File: src/rtl/alu_pkg.sv
// Shared opcode encodings, NZCV bit positions and opcode-class helpers for the execute-stage ALU.
package alu_pkg;

  localparam logic [3:0] OP_AND = 4'h0;
  localparam logic [3:0] OP_EOR = 4'h1;
  localparam logic [3:0] OP_SUB = 4'h2;
  localparam logic [3:0] OP_RSB = 4'h3;
  localparam logic [3:0] OP_ADD = 4'h4;
  localparam logic [3:0] OP_ADC = 4'h5;
  localparam logic [3:0] OP_SBC = 4'h6;
  localparam logic [3:0] OP_RSC = 4'h7;
  localparam logic [3:0] OP_TST = 4'h8;
  localparam logic [3:0] OP_TEQ = 4'h9;
  localparam logic [3:0] OP_CMP = 4'hA;
  localparam logic [3:0] OP_CMN = 4'hB;
  localparam logic [3:0] OP_ORR = 4'hC;
  localparam logic [3:0] OP_MOV = 4'hD;
  localparam logic [3:0] OP_BIC = 4'hE;
  localparam logic [3:0] OP_MVN = 4'hF;

  localparam int FLAG_N = 3;
  localparam int FLAG_Z = 2;
  localparam int FLAG_C = 1;
  localparam int FLAG_V = 0;

  // TST/TEQ/CMP/CMN: always set flags, never write the register file.
  function automatic logic is_compare(input logic [3:0] op);
    return (op[3:2] == 2'b10);
  endfunction

  function automatic logic is_logical(input logic [3:0] op);
    return (op inside {OP_AND, OP_EOR, OP_TST, OP_TEQ, OP_ORR, OP_MOV, OP_BIC, OP_MVN});
  endfunction

endpackage

File: src/rtl/alu_core.sv
// Combinational ARM data-processing datapath: 33-bit adder plus logic unit, result and N/Z/C/V.
// For logical ops v is driven 0; the caller keeps the old V.
module alu_core
  import alu_pkg::*;
(
  input  logic [31:0] a,
  input  logic [31:0] b,
  input  logic        cin,
  input  logic        shift_carry,
  input  logic [3:0]  op,
  output logic [31:0] f,
  output logic        n,
  output logic        z,
  output logic        c,
  output logic        v
);

  logic [31:0] x;
  logic [31:0] y;
  logic        ci;
  logic        use_logic;
  logic [31:0] logic_res;
  logic [32:0] sum;

  // Subtraction is folded into the adder as x + ~y + carry-in.
  always_comb begin
    x  = a;
    y  = b;
    ci = 1'b0;
    case (op)
      OP_SUB, OP_CMP: begin y = ~b; ci = 1'b1; end
      OP_RSB:         begin x = b; y = ~a; ci = 1'b1; end
      OP_ADC:         ci = cin;
      OP_SBC:         begin y = ~b; ci = cin; end
      OP_RSC:         begin x = b; y = ~a; ci = cin; end
      default:        ci = 1'b0;
    endcase
  end

  assign sum = {1'b0, x} + {1'b0, y} + {32'd0, ci};

  always_comb begin
    logic_res = 32'd0;
    case (op)
      OP_AND, OP_TST: logic_res = a & b;
      OP_EOR, OP_TEQ: logic_res = a ^ b;
      OP_ORR:         logic_res = a | b;
      OP_MOV:         logic_res = b;
      OP_BIC:         logic_res = a & ~b;
      OP_MVN:         logic_res = ~b;
      default:        logic_res = 32'd0;
    endcase
  end

  assign use_logic = is_logical(op);
  assign f = use_logic ? logic_res : sum[31:0];
  assign n = f[31];
  assign z = (f == 32'd0);
  assign c = use_logic ? shift_carry : sum[32];
  assign v = use_logic ? 1'b0 : ((x[31] == y[31]) && (sum[31] != x[31]));

endmodule

File: src/rtl/alu_execute_stage.sv
// Execute-stage ALU with NZCV register and a registered valid/ready output; flags update at accept.
// ALU_SKID_EN adds a one-entry skid buffer so In_ready becomes a register output.
module alu_execute_stage
  import alu_pkg::*;
(
  input  logic        clk,
  input  logic        rst,
  input  logic        In_valid,
  output logic        In_ready,
  input  logic [31:0] A,
  input  logic [31:0] B,
  input  logic        Shift_carry,
  input  logic [3:0]  ALU_OP,
  input  logic        S,
  output logic        Out_valid,
  input  logic        Out_ready,
  output logic [31:0] F,
  output logic        Wr_en,
  output logic [3:0]  NZCV,
  output logic        Carry_flag
);

  logic [31:0] core_f;
  logic        core_n, core_z, core_c, core_v;
  logic        accept, pop, new_wr;

  logic        out_valid_q, out_valid_d;
  logic [31:0] f_q, f_d;
  logic        wr_en_q, wr_en_d;
  logic [3:0]  nzcv_q, nzcv_d;

  alu_core u_core (
    .a           (A),
    .b           (B),
    .cin         (nzcv_q[FLAG_C]),
    .shift_carry (Shift_carry),
    .op          (ALU_OP),
    .f           (core_f),
    .n           (core_n),
    .z           (core_z),
    .c           (core_c),
    .v           (core_v)
  );

  assign accept = In_valid && In_ready;
  assign pop    = out_valid_q && Out_ready;
  assign new_wr = !is_compare(ALU_OP);

  always_comb begin
    nzcv_d = nzcv_q;
    if (accept && (S || is_compare(ALU_OP))) begin
      nzcv_d[FLAG_N] = core_n;
      nzcv_d[FLAG_Z] = core_z;
      nzcv_d[FLAG_C] = core_c;
      nzcv_d[FLAG_V] = is_logical(ALU_OP) ? nzcv_q[FLAG_V] : core_v;
    end
  end

`ifdef ALU_SKID_EN
  logic        skid_full_q, skid_full_d;
  logic [31:0] skid_f_q, skid_f_d;
  logic        skid_wr_q, skid_wr_d;
  logic        in_ready_q, in_ready_d;

  assign In_ready = in_ready_q && !rst;

  // Output slot frees when empty or draining; the skid entry always moves ahead of a new op.
  always_comb begin
    out_valid_d = out_valid_q;
    f_d         = f_q;
    wr_en_d     = wr_en_q;
    skid_full_d = skid_full_q;
    skid_f_d    = skid_f_q;
    skid_wr_d   = skid_wr_q;
    if (!out_valid_q || pop) begin
      if (skid_full_q) begin
        out_valid_d = 1'b1;
        f_d         = skid_f_q;
        wr_en_d     = skid_wr_q;
        skid_full_d = accept;
        if (accept) begin
          skid_f_d  = core_f;
          skid_wr_d = new_wr;
        end
      end else begin
        out_valid_d = accept;
        if (accept) begin
          f_d     = core_f;
          wr_en_d = new_wr;
        end
      end
    end else if (accept) begin
      skid_full_d = 1'b1;
      skid_f_d    = core_f;
      skid_wr_d   = new_wr;
    end
    in_ready_d = !skid_full_d;
  end

  always_ff @(posedge clk) begin
    if (rst) begin
      skid_full_q <= 1'b0;
      skid_f_q    <= 32'd0;
      skid_wr_q   <= 1'b0;
      in_ready_q  <= 1'b1;
    end else begin
      skid_full_q <= skid_full_d;
      skid_f_q    <= skid_f_d;
      skid_wr_q   <= skid_wr_d;
      in_ready_q  <= in_ready_d;
    end
  end
`else
  assign In_ready = !rst && (!out_valid_q || Out_ready);

  always_comb begin
    out_valid_d = out_valid_q;
    f_d         = f_q;
    wr_en_d     = wr_en_q;
    if (accept) begin
      out_valid_d = 1'b1;
      f_d         = core_f;
      wr_en_d     = new_wr;
    end else if (pop) begin
      out_valid_d = 1'b0;
    end
  end
`endif

  always_ff @(posedge clk) begin
    if (rst) begin
      out_valid_q <= 1'b0;
      f_q         <= 32'd0;
      wr_en_q     <= 1'b0;
      nzcv_q      <= 4'd0;
    end else begin
      out_valid_q <= out_valid_d;
      f_q         <= f_d;
      wr_en_q     <= wr_en_d;
      nzcv_q      <= nzcv_d;
    end
  end

  assign Out_valid  = out_valid_q;
  assign F          = f_q;
  assign Wr_en      = wr_en_q;
  assign NZCV       = nzcv_q;
  assign Carry_flag = nzcv_q[FLAG_C];

endmodule
File: config.mk
export PLATFORM = sky130hd
export DESIGN_NAME = alu_execute_stage
export DESIGN_NICKNAME = d
export VERILOG_FILES = /design/src/rtl/alu_pkg.sv /design/src/rtl/alu_core.sv /design/src/rtl/alu_execute_stage.sv
export SDC_FILE = /design/constraint.sdc
export NUM_CORES = 1
export LEC_CHECK = 0
export BUFFER_PORTS_ARGS = -buffer_cell sky130_fd_sc_hd__buf_2
export CAP_MARGIN = 20
export CORE_MARGIN = 3
export CORE_UTILIZATION = 50
export CTS_CLUSTER_DIAMETER = 80
export DETAILED_ROUTE_END_ITERATION = 8
export GPL_ROUTABILITY_DRIVEN = 0
export GPL_TIMING_DRIVEN = 0
export PLACE_DENSITY = 0.75
export SETUP_SLACK_MARGIN = 0.3
export SYNTH_ARGS = -nofsm -noshare
export SYNTH_HDL_FRONTEND = slang
export SYNTH_SLANG_ARGS = --single-unit
File: constraint.sdc
create_clock -name clk -period 4.76 [get_ports clk]
set_input_delay 0.238 -clock clk [delete_from_list [all_inputs] [get_ports clk]]
set_output_delay 0.238 -clock clk [all_outputs]
set_load 0.005 [all_outputs]
==> qor.yml, run 1 <==
antenna_found_initial: 0
die_w_um: 121
outcome: "finished clean"
crit_start: "ALU_OP[0]"
arrival_ns: 4.73
final_layout_size_suffix_gt1_share_pct: 17.7
synth_cell_types: 76
drc: 0
setup_ws_ns: 0.250
vias_per_cell: 6.37
synth_cells: 1024
drt_iter0_drc: 1052
crit_path_end_kind: "register"
syn_area_sq_mm: 0.00657
ff2ff_setup_slack_ns: 0.76
post-route-min-period_ns: 4.51
wirelength_um: 25000
multi_input_area_sq_mm: 0.00535
async_flop_share_pct: 0
tightestPinTransition_ns: 0.760
path_buf_inv: 7
ys_ff_latch: 38
synth_edf_count: 0
core_area_sq_mm: 0.0127
nets: 1298
core.rowCount: 41
ys.flop_type: "dfxtp_1"
synthTopCellsByArea: "o21ai_0, ha_1, dfxtp_1"
min_delay_path_depth: 3
critPathLaunchType: "input port"
synth_nets: 1163
vias: 8479
power.density_mw_per_mm2: 237
worst_r2r_path_depth: 16
peakVddDrop_mv: 0.182
grt_pass1_vias: 7634
place_hpwl_um: 19200
seq_area_frac_synth_pct: 11.6
first_pass_iters: 7
crit_path_max_fanout: 10
antenna_left: 0
yosysWarnings: 0
clkSinkCount: 38
slew-limit-headroom_pct: 48.9
required_ns: 4.98
avgSynthCellArea_sq_um: 6.42
die_height_um: 121
final-seq-area_sq_um: 761
synth_largest_area_cell: "o21ai_0"
dieArea_sq_mm: 0.0146
cts_inserted_buffers: 5
cp_slowest_cell: "a221o_1"
cap_violations: 0
worstHoldStart: "In_valid"
grt_pass1_wl_um: 39000
cts_tree: "done"
crit_family: "compound AO/OA/AOI/OAI gates"
final_max_slew_viol_count: 0
grt_max_degree: 13
htree_levels: 2
p_leak_nw: 3.65
yosys.area.top_type_share_pct: 13.6
fin_skew_ns: 0.00339
finalSetupViolations: 0
root_buffer: "clkbuf_16"
start_util_pct: 51.6
syn_to_final_growth_pct: 21.0
cp_slowest_stage_delay_ns: 0.43
dp_slack_ns: -0.839
portBuffers: 113
hp-class: "input port to register"
crit-reg2reg-launch: "NZCV[1]"
max_freq_mhz: 222
clock_latency_ns: 0.28
grt_setup_unrepaired: "yes"
hold-worst-slack_ns: 0.194
critPathKind: "input port to register"
worst-path-stages: 22
routedWlPerCell_um: 18.8
antenna_cells: 0
ios: 114
grt_usage_pct: 33.1
final_hold_viol_count: 0
period_share_pct: 94.8
clk_pin_slew_ns: 0.06
cts_hold_buffers: 0
cts_buffer_depth: 2
grt_overflow: 0
crit_chain: "buf_2 -> clkbuf_8 -> clkbuf_16 -> clkbuf_16 -> buf_8 -> o31ai_4 -> buf_4 -> clkbuf_8 -> nand2_1 -> o21ai_0 -> o21ai_0 -> ha_1 -> a21o_4 -> a221o_1 -> o211ai_1 -> a211oi_1 -> nor2_1 -> xnor2_1 -> a221oi_2 -> nand4_1 -> nor4b_2 -> a31o_1"
nFillCells: 1297
-- cell usage in the layout (no fill, tap or decap), types with 6 or more instances in the layout --
master / netlist / routed
o22ai_1: 20 / 20
nand3_1: 14 / 12
nor2b_1: 8 / 8
nand4_1: 8 / 8
ha_1: 63 / 62
clkbuf_1: 57 / 34
a22o_1: 9 / 9
xnor2_1: 11 / 11
a21oi_1: 61 / 56
o21ai_0: 179 / 178
a222oi_1: 8 / 8
o211ai_1: 12 / 12
nand3b_1: 30 / 30
a221oi_1: 9 / 8
inv_1: 77 / 77
and3_1: 7 / 7
buf_4: 1 / 18
nand2_1: 146 / 146
nor2_1: 57 / 57
clkbuf_16: 0 / 7
mux2i_1: 6 / 6
nor3_1: 13 / 12
nand2b_1: 9 / 9
a21o_1: 12 / 11
dfxtp_1: 38 / 38
nor4_1: 6 / 6
a22oi_1: 21 / 21
buf_2: 9 / 123
a211oi_1: 10 / 8
o21ai_1: 9 / 9
clkbuf_2: 0 / 12
a21oi_2: 1 / 6
-- worst register-to-register path, stage by stage (launching register included) --
cell and delay, ns:
dfxtp_1 0.40, a21oi_1 0.17, nor2_1 0.05, a21oi_1 0.21, fa_2 0.26, inv_1 0.05
fa_2 0.34, a21o_1 0.23, a221o_1 0.42, o211ai_1 0.31, a211oi_1 0.14, nor2_1 0.26
xnor2_1 0.13, a221oi_2 0.36, nand4_1 0.16, nor4b_2 0.28, a31o_1 0.18
-- metal layers --
metal  share of wire [%]  global-route usage [%]
met5                   0                       0
met4                 5.1                    17.1
met3                 9.4                    3.93
met2                  45                    54.1
met1                  40                    42.9
-- worst paths after layout --
kind	to
min reg2reg	F[26]
max reg2reg	NZCV[2]
min	Out_valid
max	NZCV[2]
-- what timing repair did --
action,4_1_cts,5_1_grt
setup endpoints to repair,11,5
resized for setup,43,29
pin swaps,14,4
setup buffers,13,2
-- state kept, by name, summed over array words and instances (netlist names) --
register	count
Wr_en	1
F	32
Out_valid	1
NZCV	4
-- Yosys cell counts, drive strengths merged, types with 9 or more instances --
master and number:
ha 63, a21oi 62, nand2 146, buf 19, a21o 12, nand3b 30, o211ai 12, nor3 13
a22o 9, dfxtp 38, inv 78, o21ai 188, clkbuf 57, nand3 14, a211oi 10, a22oi 21
nand2b 9, nor2 57, o22ai 20, xnor2 11, a221oi 9
-- kinds of logic after synthesis --
family                   Yosys count  share of synthesized area, %
flip-flops                        38                          11.6
AO/OA/AOI/OAI                    420                          39.9
buffers and inverters            154                          9.03
adder cells (fa/ha/maj)           65                          12.6
AND/OR/NAND/NOR                  326                          24.0
multiplexers                       6                         0.914
XOR/XNOR                          15                          2.00
-- where the power goes --
group | leakage (nW) | switching [mW] | internal (mW) | total [mW]
clock | 0.0971 | 0.131 | 0.315 | 0.445
combinational | 3.24 | 0.642 | 0.420 | 1.06
sequential | 0.313 | 0.0212 | 0.357 | 0.378
total | 3.65 | 0.794 | 1.09 | 1.89
-- stage by stage --
step | area [sq um] | TNS (ns) | cells | utilization [%] | power, mW
floorplan | 6640 | 0 | 1024 | - | 1.04
global placement | 7420 | -1.95 | 1309 | 58.3 | 1.35
detailed placement | 7420 | -2.54 | 1309 | 58.3 | 1.36
CTS | 7870 | 0 | 1330 | 61.9 | 1.84
global route | 7950 | 0 | 1332 | 62.5 | 2.01
finish | 7950 | 0 | 1332 | 62.5 | 1.89
-- cell type report --
cell class | count | share of cell area [%]
multi-input combinational | 832 | 67.3
sequential | 38 | 9.57
timing repair buffer | 128 | 8.56
buffer | 76 | 5.65
inverter | 78 | 3.68
tap | 172 | 2.71
clock buffer | 6 | 1.75
clock inverter | 2 | 0.756
(Power assumes the default switching activity.)
==> inputs of run 2 (changes only) <==
Settings changed: CELL_PAD_IN_SITES_DETAIL_PLACEMENT set to 1, CELL_PAD_IN_SITES_GLOBAL_PLACEMENT set to 2, CORE_MARGIN 3 to unset, CORE_UTILIZATION 50 to 29, CTS_BUF_LIST set to sky130_fd_sc_hd__clkbuf_4 sky130_fd_sc_hd__clkbuf_8, PLACE_DENSITY 0.75 to unset, PLACE_DENSITY_LB_ADDON set to 0.1.
==> run 2 against run 1 <==
Compared with the run above:
- the run now ends with DRC left
- total power fell by 2.7%
- global-route usage fell by 4.5 points
- die area rose by 60%
==> qor.yml, run 2 (synthesis results as in run 1) <==
crit_chain: "buf_8 -> and2_4 -> buf_8 -> buf_12 -> buf_12 -> o31ai_4 -> clkbuf_8 -> nor2_4 -> a211oi_2 -> fa_2 -> inv_2 -> fa_2 -> a21o_1 -> a221o_2 -> o211ai_1 -> buf_4 -> buf_4 -> a21oi_1 -> nor3b_1 -> a2111oi_4 -> nand4_1 -> nor4b_2 -> a31o_1"
finalSetupViolations: 0  # unchanged
die_w_um: 153  # +26%
cts_inserted_buffers: 5  # unchanged
design_area_sq_mm: 0.00835  # +5.0%
ios: 114  # unchanged
nets: 1318  # +1.5%
antenna_found_initial: 0  # unchanged
fin_tns_setup_ns: 0  # unchanged
grt_pass1_vias: 8595  # +13%
hold-worst-slack_ns: 0.206  # +0.0123 ns
dieArea_sq_mm: 0.0233  # +60%
final_max_slew_viol_count: 0  # unchanged
grt_overflow: 0  # unchanged
cts_buffer_depth: 2  # unchanged
finalNonFillerCells: 1460  # +9.6%
grt_usage_pct: 28.7  # -4.5 points
portBuffers: 113  # unchanged
place_area_sq_mm: 0.00755  # +1.8%
outcome: "finished, violations left"
first_pass_iters: 9  # +2
worst-path-stages: 23  # +4.5%
clock_latency_ns: 0.30  # +0.02 ns
final_util_pct: 37.9  # -25 points
required_ns: 4.96  # -0.02 ns
hp-class: "input port to register"
cts_hold_buffers: 0  # unchanged
antenna_cells: 0  # unchanged
tightestPinTransition_ns: 0.992  # +0.232 ns
syn_to_final_growth_pct: 27.1
die_height_um: 153  # +26%
cts_tree: "done"
root_buffer: "clkbuf_8"
largest_register_ffs: 32  # unchanged
core.rowCount: 54  # +32%
fin_total_pwr_mw: 1.83  # -2.7%
htree_levels: 2  # unchanged
crit_family: "compound AO/OA/AOI/OAI gates"
vias_per_cell: 5.86  # -7.9%
final_cell_mix: "o21ai_0, nand2_1, buf_2"
dp_cells: 1417  # +8.3%
max_freq_mhz: 220  # -0.87%
clkSinkCount: 38  # unchanged
final_hold_viol_count: 0  # unchanged
mostFrequentLayoutCell: "o21ai_0"
start_util_pct: 29.8  # -22 points
grt_max_degree: 13  # unchanged
antenna_left: 0  # unchanged
crit_path_end_kind: "register"
routedWlPerCell_um: 23.2  # +23%
place_hpwl_um: 26000  # +35%
period_share_pct: 95.6  # +0.83 points
drt_iter0_drc: 569  # -46%
dp_slack_ns: -1.81  # -0.974 ns
grt_pass1_wl_um: 51400  # +32%
post-route-min-period_ns: 4.55  # +0.0397 ns
clk_pin_slew_ns: 0.08  # +0.02 ns
min_delay_path_depth: 3  # unchanged
setup_ws_ns: 0.210  # -0.0397 ns
worst_r2r_path_depth: 17  # +1
core_area_sq_mm: 0.0220  # +73%
cap_violations: 0  # unchanged
fin_skew_ns: 0.0102  # +0.00679 ns
power.density_mw_per_mm2: 220  # -7.4%
grt_setup_unrepaired: "yes"
path_buf_inv: 8  # +1
cp_slowest_stage_delay_ns: 0.74  # +0.31 ns
violations: "DRC"
p_leak_nw: 3.75  # +2.9%
drc: 5  # +5
final_layout_size_suffix_gt1_share_pct: 20.1  # +2.4 points
cp_slowest_cell: "nor3b_1"
vias: 8562  # +0.98%
wirelength_um: 33800  # +35%
arrival_ns: 4.75  # +0.02 ns
peakVddDrop_mv: 0.144  # -21%
critPathKind: "input port to register"
slew-limit-headroom_pct: 33.9  # -15 points
critPathLaunchType: "input port"
crit_path_max_fanout: 6  # -4
[run 2: cell types whose count changed in the layout (fill, tap and decap cells not counted), moves of 4 or more]
cell	change
buf_12	+4
clkbuf_2	-7
buf_4	+19
clkbuf_16	-5
clkbuf_8	+7
buf_2	-5
[run 2: what timing repair did]
item | in CTS | in global routing
resized for setup | 93 | 25
setup buffers | 29 | 6
endpoints found under the setup margin | 29 | 2
pin swaps | 17 | 16
[run 2: final timing paths]
| check | startpoint | to | slack, ns |
|---|---|---|---|
| max | ALU_OP[2] | NZCV[2] | 0.21 |
| min | In_valid | Out_valid | 0.21 |
| max reg2reg | NZCV[1] | NZCV[2] | 0.66 |
| min reg2reg | F[6] | F[6] | 0.48 |
[run 2: final cells by class]
cell class                 instances  area, sq um
sequential                        38          761
fill                            2905        13700
clock buffer                       5         68.8
timing repair buffer             148          867
multi-input combinational        832         5450
inverter                          78          293
tap                              280          350
clock inverter                     3         40.0
buffer                            76          523
[run 2: per-layer routing]
| layer | wire [um] | global-route usage, % | share of wire [%] |
|---|---|---|---|
| met1 | 14700 | 35.9 | 43 |
| met2 | 16100 | 50.6 | 48 |
| met3 | 1860 | 3.87 | 5.5 |
| met4 | 1150 | 9.14 | 3.4 |
| met5 | 0 | 0 | 0 |
[run 2: power by group]
group	leakage (nW)	switching (mW)	internal (mW)
combinational	3.38	0.735	0.453
sequential	0.313	0.0217	0.357
clock	0.0579	0.114	0.154
[run 2: worst min-delay path, stage by stage]
cell and delay, ns:
buf_2 0.10, nor2_1 0.05, nor2_1 0.08
